<file path="src/rtl/board_move_collector.sv">
// board_move_collector
// Board-level reader for the eight column move FIFOs. Visits the columns in
// round-robin order. Each column is drained completely before the pointer
// moves on. Words go to the downstream consumer one at a time over a
// valid/ready handshake. The block counts delivered words and raises all_done
// once every column reports done with an empty FIFO.
// Optional feature: define MOVE_FILTER_INVALID_EN to drop words whose
// low-slot invalid flag (bit 18) is set instead of forwarding them.
module board_move_collector (
   input  logic           clk,
   input  logic           reset,
   input  logic           start,
   input  logic [7:0]     col_done,
   input  logic [7:0]     col_fifoEmpty,
   input  logic [1279:0]  col_fifoOut,
   output logic [7:0]     col_rden,
   output logic [159:0]   out_data,
   output logic           out_valid,
   input  logic           out_ready,
   output logic [9:0]     move_count,
   output logic           all_done
);

   typedef enum logic [2:0] {
      IDLE,
      SEL,
      RD,
      HOLD,
      DONE
   } state_t;

   state_t         state;
   logic [2:0]     ptr;
   logic [159:0]   sel_word;
   logic           all_finished;

   assign all_finished = &(col_done & col_fifoEmpty);

   // Pick out the word presented by the column the pointer is on
   always_comb begin
      sel_word = '0;
      for (int i = 0; i < 8; i++) begin
         if (ptr == 3'(i)) begin
            sel_word = col_fifoOut[i*160 +: 160];
         end
      end
   end

   // One-hot read strobe, only while selecting and only into a non-empty FIFO
   always_comb begin
      col_rden = '0;
      if (state == SEL && !col_fifoEmpty[ptr]) begin
         col_rden[ptr] = 1'b1;
      end
   end

   // Collection state machine with registered handshake, count and completion outputs
   always_ff @(posedge clk or negedge reset) begin
      if (!reset) begin
         state      <= IDLE;
         ptr        <= '0;
         out_data   <= '0;
         out_valid  <= 1'b0;
         move_count <= '0;
         all_done   <= 1'b0;
      end else begin
         case (state)
            IDLE: begin
               if (start) begin
                  state      <= SEL;
                  ptr        <= '0;
                  move_count <= '0;
               end
            end
            SEL: begin
               if (!col_fifoEmpty[ptr]) begin
                  state <= RD;
               end else if (all_finished) begin
                  state    <= DONE;
                  all_done <= 1'b1;
               end else begin
                  ptr <= ptr + 3'd1;
               end
            end
            RD: begin
`ifdef MOVE_FILTER_INVALID_EN
               if (sel_word[18]) begin
                  state <= SEL;
               end else begin
                  out_data  <= sel_word;
                  out_valid <= 1'b1;
                  state     <= HOLD;
               end
`else
               out_data  <= sel_word;
               out_valid <= 1'b1;
               state     <= HOLD;
`endif
            end
            HOLD: begin
               if (out_ready) begin
                  out_valid <= 1'b0;
                  if (move_count != 10'h3FF) begin
                     move_count <= move_count + 10'd1;
                  end
                  state <= SEL;
               end
            end
            DONE: begin
               if (start) begin
                  state      <= SEL;
                  ptr        <= '0;
                  move_count <= '0;
                  all_done   <= 1'b0;
               end
            end
            default: begin
               state <= IDLE;
            end
         endcase
      end
   end

endmodule

</file>
<file path="config.mk">
export PLATFORM = sky130hd
export DESIGN_NAME = board_move_collector
export DESIGN_NICKNAME = d
export VERILOG_FILES = /design/src/rtl/board_move_collector.sv
export SDC_FILE = /design/constraint.sdc
export NUM_CORES = 1
export LEC_CHECK = 0
export CORE_AREA = 3 3 581 583
export CTS_BUF_LIST = sky130_fd_sc_hd__clkbuf_4 sky130_fd_sc_hd__clkbuf_8
export DETAILED_ROUTE_END_ITERATION = 8
export DIE_AREA = 0 0 584 586
export GPL_TIMING_DRIVEN = 0
export PLACE_DENSITY = 0.3
export SLEW_MARGIN = 30
export SYNTH_ARGS = -nofsm -noshare
export SYNTH_HDL_FRONTEND = slang
export SYNTH_SLANG_ARGS = --single-unit
</file>
<file path="constraint.sdc">
create_clock -name clk -period 4.4 [get_ports clk]
set_input_delay 0.66 -clock clk [delete_from_list [all_inputs] [get_ports clk]]
set_output_delay 0.66 -clock clk [all_outputs]
set_load 0.005 [all_outputs]
</file>
==> After elaboration in Yosys (flattened, before gate mapping) <==
Cells that the tools add are included.
{ "totals": {"ff_bits": 178, "in_bits": 1300, "out_inout_bits": 180, "word_cells": 79} }
{ "op_classes": {"addsub": 2, "n_lt_le_gt_ge": 2, "eq_ne": 20, "mux": 32, "bitwise": 1, "reduce_logical": 16} }
{ "ops": {"columns": ["op", "count"], "rows": [
  ["two-way mux 160 bit", 8],
  ["two-way mux 10 bit", 3],
  ["two-way mux 3 bit", 7],
  ["one-hot mux 10 bit (2 select lines)", 1],
  ["equality test 3 bit (second input constant)", 5],
  ["equality test 3 x 2 -> 1 bit (second input constant)", 4],
  ["one-hot mux 3 bit (4 select lines)", 1],
  ["AND reduction 4 bit", 3],
  ["adder 10 x 1 -> 10 bit (second input constant)", 1],
  ["!= test 10 bit (second input constant)", 1],
  ["!= test 2 bit (second input constant)", 5],
  ["bitwise AND 8 bit", 1],
  ["two-way mux 8 bit", 1],
  ["AND reduction 8 bit", 1],
  ["nonzero test 2 bit", 4],
  ["equality test 3 x 1 -> 1 bit (second input constant)", 2],
  ["logical NOT 3 bit", 2],
  ["two-way mux 1 bit", 6],
  ["one-hot mux 3 bit (2 select lines)", 1],
  ["less-than comparator 3 x 4 -> 1 bit (second input constant)", 1],
  ["!= test 2 x 1 -> 1 bit (second input constant)", 2],
  ["one-hot mux 1 bit (2 select lines)", 2],
  ["adder 3 x 1 -> 3 bit (second input constant)", 1],
  ["binary-select mux 1 bit (select 3 bit)", 1],
  ["8 further kinds", 9]
]} }

==> Depth between registers and ports, before layout <==
{ "logic_depth": {"ltp_word": 9, "ltp_mapped": 11, "ltp_nobuf": 6} }

==> Least setup slack after synthesis <==
OpenSTA, ideal clock, no wires.
{ "synth_timing": {"kind": "input to output", "from": "input col_fifoEmpty[4]", "to": "output col_rden[5]", "arrival_time_ns": 1.675, "setup_slack_ns": 2.065, "cell_stages": 5, "n_path_buf": 1, "cell_sequence": "or4bb_1 o221ai_1 or2_1 buf_2 nor4_1"} }
{ "synth_via": {"elab_chain_len": 5} }
{ "synth_lines": {"columns": ["item", "line_no", "source"], "rows": [
  ["start, declared", "14", "input logic [7:0] col_fifoEmpty,"],
  ["binary-select mux 1 bit (select 3 bit)", "52", "if (state == SEL && !col_fifoEmpty[ptr]) begin"],
  ["two-way mux 1 bit (implied by the code)", "52", null],
  ["logical NOT 1 bit", null, null],
  ["logical AND 1 bit", "52", null],
  ["two-way mux 8 bit", "52", null],
  ["end, declared", "16", "output logic [7:0] col_rden,"]
]} }
No other way between the ends. The select of a mux whose other input is x is not followed.

==> Worst setup path in the final report <==
{ "layout_timing": {"from": "register ptr[2]", "to": "register out_data[18]"} }
{ "layout_via": {"elab_chain_len": 9, "elab_cells_between_ends": 16} }
{ "layout_lines": {"columns": ["item", "line_no", "source"], "rows": [
  ["start, declared", "33", "logic [2:0] ptr;"],
  ["start signal, assigned", "82", "ptr <= ptr + 3'd1;"],
  ["logical NOT 3 bit", "43", "if (ptr == 3'(i)) begin"],
  ["two-way mux 160 bit (7 in series)", "43", null],
  ["two-way mux 160 bit (*)", "43", null],
  ["end signal, assigned", "95", "out_data <= sel_word;"],
  ["end, declared", "17", "output logic [159:0] out_data,"]
]} }
Every way passes the cells marked *; elsewhere a longest branch is shown, timed or not.
A chain may end at the register's enable or synchronous reset.

==> results.json <==
{
  "switchingPower_mw": 13.4,
  "power_density_nw_per_um2": 573,
  "skew_ps": 50.3,
  "synth_compound_area_share_pct": 45.9,
  "max_freq_mhz": 240,
  "synth_top_area_share_pct": 24.0,
  "area.growth.synth_to_final_pct": 116,
  "worst_hold_path_type": "in2async",
  "intPower_mw": 9.52,
  "cts_buffers": 25,
  "grt_pass1_wl_mm": 380,
  "rsz0062_at_grt": "false",
  "place_congestion": 0.926,
  "insertion_delay_ps": 660,
  "cts_tree": "built",
  "fp.coreArea_um2": 333000,
  "clock_sinks": 178,
  "ys_ff_latch": 178,
  "drive_gt1_share_pct": 6.54,
  "synth_area_um2": 18600,
  "placed_cell_area_um2": 39400,
  "synth_most_common_cell": "a21oi_1",
  "cp_max_fo": 10,
  "dp.cells": 8423,
  "avgSynthCellArea_um2": 7.30,
  "grt_antenna_before_repair": 235,
  "maxCapViolCount": 0,
  "final_cells": 8541,
  "end_kind": "flip-flop",
  "status": "completed",
  "clk_path_buf_depth": 3,
  "peakVddDrop_mv": 0.290,
  "synthXorXnorAreaFrac_pct": 0,
  "crit_type": "reg2reg",
  "portBuffers": 1479,
  "leakagePower_nw": 12.9,
  "cp-start-kind": "flip-flop",
  "postRouteAntennaNets": 0,
  "overflow": 0,
  "io_pins": 1480,
  "grt_max_degree": 62,
  "path_clk_slew_ps": 150,
  "crit_required_ps": 4870,
  "dieArea_um2": 342000,
  "yosys-top-cells-count": "a21oi_1 (645), nand3b_1 (319), clkbuf_1 (227)",
  "wl_mm": 313,
  "rr_startpoint": "ptr[2]",
  "synth_mux_area_share_pct": 0.270,
  "p_seq_share_pct": 14.1,
  "fin_crit_ps": 4160,
  "chipWidth_um": 584,
  "final_area_um2": 40000,
  "synth_edf_count": 0,
  "synth_fa_ha_area_share_pct": 0.472,
  "synth_top_family_by_area": "compound AO/OA/AOI/OAI gates",
  "wl_per_cell_um": 36.6,
  "grt_use_total_pct": 17.4,
  "nets": 5371,
  "p_comb_share_pct": 79.0,
  "drc_errors": 0,
  "yosysWarnings": 0,
  "worst_pin_slew_ps": 1150,
  "switching_share_pct": 58.5,
  "synth-simple-area-share_pct": 18.4,
  "synth_largest_area_cell": "dfrtp_1",
  "htree_levels": 4,
  "synthesis.nets": 3848,
  "clock-root-buffer": "clkbuf_8",
  "setup.worst_path.start": "ptr[2]",
  "vias": 29700,
  "start_util_pct": 5.57,
  "synthArstFlopShare_pct": 100,
  "die_h_um": 586,
  "drv_slew": 0,
  "synthTopCellsByArea": "dfrtp_1 (24%), a21oi_1 (17%), nand3b_1 (13%)",
  "via_per_inst": 3.47,
  "grt_pass1_vias": 31100,
  "hold_viol": 0,
  "syn_inst": 2541,
  "slew_headroom_pct": 23.6,
  "drt-initial-drc-count": 2185,
  "num_rows": 212,
  "drt_pass1_iterations": 8,
  "synth.distinct_cells": 51,
  "dp_hpwl_mm": 279,
  "finalSetupViolCount": 0,
  "crit_arrival_ps": 4630,
  "synth_ff_type": "dfrtp_1",
  "fin_crit_sh_pct": 94.6,
  "clkPwrFrac_pct": 6.9,
  "yosysSeqAreaShare_pct": 24.0
}
-- layer usage --
layer / up-vias / wire [um] / track usage, %
met5: - / 779 / 0
li1: 12800 / - / -
met3: 478 / 24600 / 5.32
met4: 114 / 12600 / 5.74
met1: 14700 / 118000 / 19.3
met2: 1636 / 156000 / 31.6
-- metrics by stage --
| step | setup WS, ps | power (mW) | util (%) | setup TNS (ps) | hold slack, ps |
|---|---|---|---|---|---|
| floorplan | 2060 | 10.5 | - | 0 | 364 |
| global placement | -7990 | 21.8 | 11.7 | -1540600 | 504 |
| detailed placement | -237 | 21.9 | 11.8 | -780 | 509 |
| CTS | 47.5 | 23.8 | 12.0 | 0 | 283 |
| global route | 83.6 | 24.4 | 12.0 | 0 | 321 |
| finish | 237 | 22.9 | 12.0 | 0 | 397 |
-- cells by family after synthesis --
group / Yosys count
and+or+nand+nor: 551
buffers and inverters: 479
DFF: 178
muxes: 5
AOI/OAI and AO/OA: 1321
adders and majority gates: 7
-- cell usage in the layout (no fill, tap or decap), types with 54 or more instances in the layout --
cell / Yosys / final
o22ai_1: 161 / 161
a21oi_1: 645 / 641
nor2_1: 164 / 164
clkdlybuf4s50_1: 0 / 1478
a221oi_2: 100 / 108
a211oi_1: 159 / 152
clkbuf_1: 227 / 208
a221oi_1: 62 / 54
dfrtp_1: 178 / 178
diode_2: 0 / 84
nand3b_1: 319 / 319
inv_1: 166 / 166
o21ai_1: 160 / 161
-- final cells by class --
type | count | area [um2]
repair buffers | 1496 | 15200
fillers | 38700 | 293000
inverters | 167 | 627
plain buffers | 312 | 1490
well taps | 4387 | 5490
multi-input cells | 1884 | 12200
diodes | 84 | 210
flip-flops and latches | 178 | 4450
clock buffers | 28 | 379
clock inverters | 5 | 53.8
-- timing repair --
item / in CTS / in global routing
setup buffers: 0 / 0
hold endpoints to repair: 29 / 0
setup endpoints to repair: 21 / 2
gates resized for setup: 6 / 4
hold buffers: 1 / 0
cloned: 0 / 0
-- power by group through the flow --
stage | registers [mW] | clock network [mW] | logic (mW)
6_report | 3.24 | 1.58 | 18.1
5_1_grt | 3.33 | 1.76 | 19.3
4_1_cts | 3.23 | 1.76 | 18.8
3_5_place_dp | 3.26 | 0 | 18.6
3_3_place_gp | 3.26 | 0 | 18.5
2_1_floorplan | 3.01 | 0 | 7.54
-- final timing paths --
check / end / slack [ps] / depth (start not counted)
hold reg to reg: move_count[9] / 520 / 1
setup / recovery: out_data[18] / 240 / 11
min in group clk: move_count[9] / 520 / 1
max in group asynchronous: out_data[116] / 2820 / 4
hold / removal: out_data[36] / 400 / 2
setup reg to reg: out_data[18] / 240 / 11
-- worst max-delay path: stages (launching register included) --
cell      delay [ps]
dfrtp_1          500
buf_2            260
inv_2            320
clkbuf_4         440
ha_1             250
or2_1            110
buf_4            330
buf_6            430
buf_4            330
a221oi_2          60
a211oi_1         590
o22ai_1          200
-- flip-flops by register name, summed over array words and instances (netlist names) --
| signal | count |
|---|---|
| out_valid | 1 |
| move_count | 10 |
| state | 3 |
| out_data | 160 |
| all_done | 1 |
| ptr | 3 |
Note: power is estimated with default switching activity, not from simulation.
